`src/rtl/fact_pkg.sv`:
```
// Shared definitions for the memory-mapped factorial accelerator:
// FSM encoding, register offsets and the default operand limit.
package fact_pkg;

    typedef enum logic [1:0] {
        IDLE = 2'd0,
        CALC = 2'd1,
        DONE = 2'd2,
        ERR  = 2'd3
    } state_e;

    localparam logic [1:0] A_N      = 2'd0;
    localparam logic [1:0] A_GO     = 2'd1;
    localparam logic [1:0] A_STATUS = 2'd2;
    localparam logic [1:0] A_RESULT = 2'd3;

    // 12! is the largest factorial representable in 32 bits
    localparam int MAX_N_DEF = 12;

endpackage

```
`src/rtl/fact_dp.sv`:
```
// Factorial datapath: down-counter, running product and the
// DATA_W x N_W multiplier truncated to DATA_W.
module fact_dp
    import fact_pkg::*;
#(
    parameter int DATA_W = 32,
    parameter int N_W    = 4
) (
    input  logic              clk,
    input  logic              rst,
    input  logic              load_i,
    input  logic              step_i,
    input  logic [N_W-1:0]    n_i,
    output logic [DATA_W-1:0] prod_o,
    output logic              cnt_le1_o
);

    logic [DATA_W-1:0] prod_q, prod_d;
    logic [N_W-1:0]    cnt_q, cnt_d;
    logic [DATA_W-1:0] mul_w;

    assign mul_w = prod_q * DATA_W'(cnt_q);

    always_comb begin
        prod_d = prod_q;
        cnt_d  = cnt_q;
        if (load_i) begin
            prod_d = DATA_W'(1);
            cnt_d  = n_i;
        end else if (step_i) begin
            prod_d = mul_w;
            cnt_d  = cnt_q - N_W'(1);
        end
    end

    always_ff @(posedge clk or posedge rst) begin
        if (rst) begin
            prod_q <= '0;
            cnt_q  <= '0;
        end else begin
            prod_q <= prod_d;
            cnt_q  <= cnt_d;
        end
    end

    assign prod_o    = prod_q;
    assign cnt_le1_o = (cnt_q <= N_W'(1));

endmodule

```
`src/rtl/fact_mmio_responder.sv`:
```
// Memory-mapped factorial accelerator: register file, same-cycle
// read mux and control FSM around the fact_dp datapath.
module fact_mmio_responder
    import fact_pkg::*;
#(
    parameter int DATA_W = 32,
    parameter int N_W    = 4,
    parameter int MAX_N  = MAX_N_DEF
) (
    input  logic              clk,
    input  logic              rst,
    input  logic              we,
    input  logic [1:0]        a,
    input  logic [DATA_W-1:0] wd,
    output logic [DATA_W-1:0] rd
);

    localparam logic [N_W-1:0] MAX_N_W = N_W'(MAX_N);

    state_e            state_q, state_d;
    logic [N_W-1:0]    n_reg_q, n_reg_d;
    logic              go_reg_q, go_reg_d;
    logic              done_q, done_d;
    logic              err_q, err_d;
    logic [DATA_W-1:0] result_q, result_d;

    logic              start;
    logic              load;
    logic              step;
    logic [DATA_W-1:0] prod;
    logic              cnt_le1;
    logic              wd_unused;

    assign wd_unused = ^wd[DATA_W-1:N_W];

    // A GO while computing only updates go_reg; the run continues
    assign start = we && (a == A_GO) && wd[0] && (state_q != CALC);

    always_comb begin
        state_d  = state_q;
        n_reg_d  = n_reg_q;
        go_reg_d = go_reg_q;
        done_d   = done_q;
        err_d    = err_q;
        result_d = result_q;
        load     = 1'b0;
        step     = 1'b0;

        if (we) begin
            unique case (a)
                A_N:     n_reg_d  = wd[N_W-1:0];
                A_GO:    go_reg_d = wd[0];
                default: ;
            endcase
        end

        unique case (state_q)
            CALC: begin
                if (cnt_le1) begin
                    result_d = prod;
                    done_d   = 1'b1;
                    state_d  = DONE;
                end else begin
                    step = 1'b1;
                end
            end
            default: begin
                if (start) begin
                    done_d   = 1'b0;
                    err_d    = 1'b0;
                    result_d = '0;
                    if (n_reg_q > MAX_N_W) begin
                        state_d = ERR;
                        err_d   = 1'b1;
                        done_d  = 1'b1;
                    end else begin
                        state_d = CALC;
                        load    = 1'b1;
                    end
                end
            end
        endcase
    end

    always_ff @(posedge clk or posedge rst) begin
        if (rst) begin
            state_q  <= IDLE;
            n_reg_q  <= '0;
            go_reg_q <= 1'b0;
            done_q   <= 1'b0;
            err_q    <= 1'b0;
            result_q <= '0;
        end else begin
            state_q  <= state_d;
            n_reg_q  <= n_reg_d;
            go_reg_q <= go_reg_d;
            done_q   <= done_d;
            err_q    <= err_d;
            result_q <= result_d;
        end
    end

    always_comb begin
        rd = '0;
        unique case (a)
            A_N:      rd = DATA_W'(n_reg_q);
            A_GO:     rd = DATA_W'(go_reg_q);
            A_STATUS: rd = DATA_W'({err_q, done_q});
            A_RESULT: rd = result_q;
            default:  rd = '0;
        endcase
    end

    fact_dp #(
        .DATA_W (DATA_W),
        .N_W    (N_W)
    ) u_dp (
        .clk       (clk),
        .rst       (rst),
        .load_i    (load),
        .step_i    (step),
        .n_i       (n_reg_q),
        .prod_o    (prod),
        .cnt_le1_o (cnt_le1)
    );

endmodule

```
`config.mk`:
```
export PLATFORM = sky130hd
export DESIGN_NAME = fact_mmio_responder
export DESIGN_NICKNAME = d
export VERILOG_FILES = /design/src/rtl/fact_pkg.sv /design/src/rtl/fact_dp.sv /design/src/rtl/fact_mmio_responder.sv
export SDC_FILE = /design/constraint.sdc
export NUM_CORES = 1
export LEC_CHECK = 0
export BUFFER_PORTS_ARGS = -buffer_cell sky130_fd_sc_hd__clkbuf_2
export CAP_MARGIN = 20
export CORE_UTILIZATION = 45
export CTS_CLUSTER_SIZE = 40
export DETAILED_ROUTE_END_ITERATION = 10
export PLACE_DENSITY = 0.6
export SYNTH_ARGS = -nofsm -noshare
export SYNTH_HDL_FRONTEND = slang
export SYNTH_SLANG_ARGS = --single-unit
```
`constraint.sdc`:
```
create_clock -name clk -period 10.7 [get_ports clk]
set_input_delay 1.605 -clock clk [delete_from_list [all_inputs] [get_ports clk]]
set_output_delay 1.605 -clock clk [all_outputs]
set_load 0.03 [all_outputs]
```
==> flow_results.org <==
** Global route
- Antenna violations before repair :: 0
- The first global-routing pass estimated 30100 um of wire.
- For this run, the total global-route usage over all layers was measured as 0.234.
- Entering global routing, the biggest net connects 77 pins.
- Via count of the first global-routing pass :: 5698
- Global routing finished with a remaining overflow of 0.

** Synthesis
- Most repeated cell in the gate-level netlist after synthesis :: sky130_fd_sc_hd__nand2_1
- In the synthesized netlist, the cells that appear most often are sky130_fd_sc_hd__nand2_1 (153), sky130_fd_sc_hd__inv_1 (117), sky130_fd_sc_hd__and2_1 (89).
- Counting every instance in the synthesized netlist gives 881.
- Synthesized cell area :: 7210 um2
- Largest area contributor in the synthesized netlist :: sky130_fd_sc_hd__dfrtp_1
- Synthesis produced a netlist with a net count of 1009.
- For this run, the leading register cell type out of synthesis is sky130_fd_sc_hd__dfrtp_1.
- Largest cells by area after synthesis :: sky130_fd_sc_hd__dfrtp_1 (26%), sky130_fd_sc_hd__fa_1 (16%), sky130_fd_sc_hd__nand2_1 (8.0%)
- Counting flops and latches in the post-synthesis netlist gives 76.
- The share of the Yosys chip area taken by registers is 0.264.
- Yosys printed 0 warnings.
- Fraction of registers with async set or reset after synthesis :: 1.00
- The share of synthesized area in the top cell type comes to 0.264.
- Count of different cell masters after synthesis :: 58
- Post-Synthesis Mean Instance Area :: 8.18 um2
- Counting flops with a built-in enable in the synthesized netlist gives 0.

** Timing
- Worst slew margin relative to its limit :: 0.543
- Clock skew after layout :: 0.0101 ns
- Final setup violating endpoints :: 0
- Slew of the pin with the lowest slew margin :: 0.684 ns
- Post-layout min period :: 4.40 ns
- Total count of hold-check failures in the final report :: 0
- For this run, the top clock speed supported by timing is 0.227 GHz.
- Total negative setup slack :: 0 ns
- The final-report max-slew violation count is 0.
- In the finished design, the share of the clock period the worst path needs comes to 0.411.
- Worst hold slack :: 0.486 ns
- Setup repair after global routing left no endpoint under its margin.

** Layout
- Post-route cell area :: 7920 um2
- Register Area :: 1900 um2
- At the end of the flow, the number of nets in the layout was 1028.
- Footprint of the multi-input gates :: 4700 um2
- 0 antenna diodes ended up in the layout.
- The filler cells instantiated in the layout total 1542.
- Share of cells above drive strength 1 :: 0.0961
- From synthesis to final layout, the design area changed by 9.82%.

** Die
- For this configuration, the core starts out at a cell density of 0.467.
- In this run the core area contains 45 standard-cell rows.
- Area of the core :: 15400 um2
- The die is 129 um wide.
- Top-level port count :: 69
- Height of the die :: 129 um
- Overall die area :: 16500 um2

** Routing
- Wire length per cell after detailed routing :: 15.9 um
- Number of DRC violations after detailed-routing iteration 0 :: 372
- Detailed-route DRC error count :: 0
- The first TritonRoute pass finished after 5 iterations.
- The routed design has 17800 um of wire.
- Vias post-DR :: 5903
- In this run the remaining antenna-violating nets after routing total 0.
- Via density :: 5.29

** Critical path
- Element type at the critical path end :: output port
- For the worst setup path, the data arrival time is 2.80 ns.
- Along the worst path, the maximum fanout reaches 35.
- The worst setup path is of the in -> out kind.
- Critical path required time :: 9.10 ns
- The worst register-to-register path has a depth of 13.
- Kind of start point of the critical path :: input pin

** Clock network
- Number of cells upsized or downsized after cts :: 0
- Maximum level of the CTS H-tree :: 3
- Clock Sinks :: 76
- After clock tree synthesis, the flow added hold-fix buffers numbering 0.
- The root buffer cell chosen for the clock tree is sky130_fd_sc_hd__clkbuf_16.
- Clock tree from TritonCTS :: done
- TritonCTS Buffers :: 9
- Post-CTS setup repair buffer count :: 0
- Clock tree buffer depth :: 2
- Insertion delay to the later sink of the worst-skew pair :: 0.35 ns
- Clock-pin slew was measured on the worst setup and hold paths at 0.06 ns.

** Worst hold path
- Along the worst hold path, the cell count comes to 1.
- The tightest min-delay check is of the reg -> reg type.

** Place
- The placed instances occupy a cell area of 7570 um2.
- Weighted congestion at the end of routability-driven global placement :: 0.916
- Final HPWL from detailed placement :: 12700 um
- Port buffering added 40 buffers.

** Job
- Max-cap violations in this run came to 0.

** Outcome
- The run finished with clean final reports.
## layout by cell type, fill, tap and decap left out, drive strengths merged, types with 2 or more instances in the layout
cell type	instances
mux2	4
or3	2
nand3	43
a211o	3
nand3b	3
nor4	5
fa	57
clkinvlp	4
buf	12
and3	30
nor3b	2
a22o	8
nor3	10
nand2b	3
a21oi	37
xor2	14
o221ai	2
xnor2	18
a211oi	3
o21a	2
o211ai	4
nor2b	3
and2	89
o21ai	45
inv	118
nand4	5
o21bai	4
ha	34
a21o	8
clkbuf	50
nor2	33
nand2	153
and4	2
or2	2
dfrtp	76
a31oi	7
## routing by layer
layer / wire length [um] / track usage / vias up
li1: - / - / 2887
met1: 9230 / 0.354 / 2866
met2: 7620 / 0.350 / 133
met3: 697 / 0.0245 / 17
met4: 251 / 0.0699 / 0
met5: 0 / 0 / -
## final cells by class
type	instances	area share
clock buffer	10	0.0289
clock inverter	6	0.00600
inverter	117	0.0556
multi-input combinational	644	0.594
sequential	76	0.240
tap	211	0.0333
timing repair buffer	52	0.0420
## state kept, by name, summed over array words and instances, names as in the netlist
signal       cells
result_q        32
u_dp.prod_o     32
n_reg_q          4
u_dp.cnt_q       4
state_q          2
err_q            1
go_reg_q         1
## cell families after synthesis
logic type,count (synthesis),share of synthesized area
AOI/OAI and AO/OA,130,0.113
adders and majority gates,91,0.217
DFF,76,0.264
xor gates and xnor gates,32,0.0389
buffers and inverters,161,0.0857
and+or+nand+nor,385,0.271
muxes,6,0.0108
## worst max-delay path, cell delays in order
cell	delay [ns]
sky130_fd_sc_hd__clkbuf_2	0.42
sky130_fd_sc_hd__mux4_2	0.57
sky130_fd_sc_hd__clkbuf_2	0.19
## path summary, 6_finish.rpt
path                                   end          start  slack, ns
min reg2reg                          err_q          err_q       0.49
max in group asynchronous  u_dp.prod_o[20]            rst       8.84
min                                  err_q          err_q       0.49
min in group asynchronous   u_dp.prod_o[5]            rst       1.26
max reg2reg                u_dp.prod_o[29]  u_dp.cnt_q[2]       6.59
max                                  rd[0]           a[1]       6.30
## per-stage QoR
stage,cells,utilization,setup WS [ns]
after floorplan,881,-,6.73
after global placement,1096,0.491,6.31
after detailed placement,1096,0.491,6.28
after CTS,1112,0.509,6.28
after global routing,1116,0.513,6.23
final,1116,0.513,6.30
Power is not shown: default switching activity piles up to over one toggle a cycle in this logic, so the estimate is an artifact.
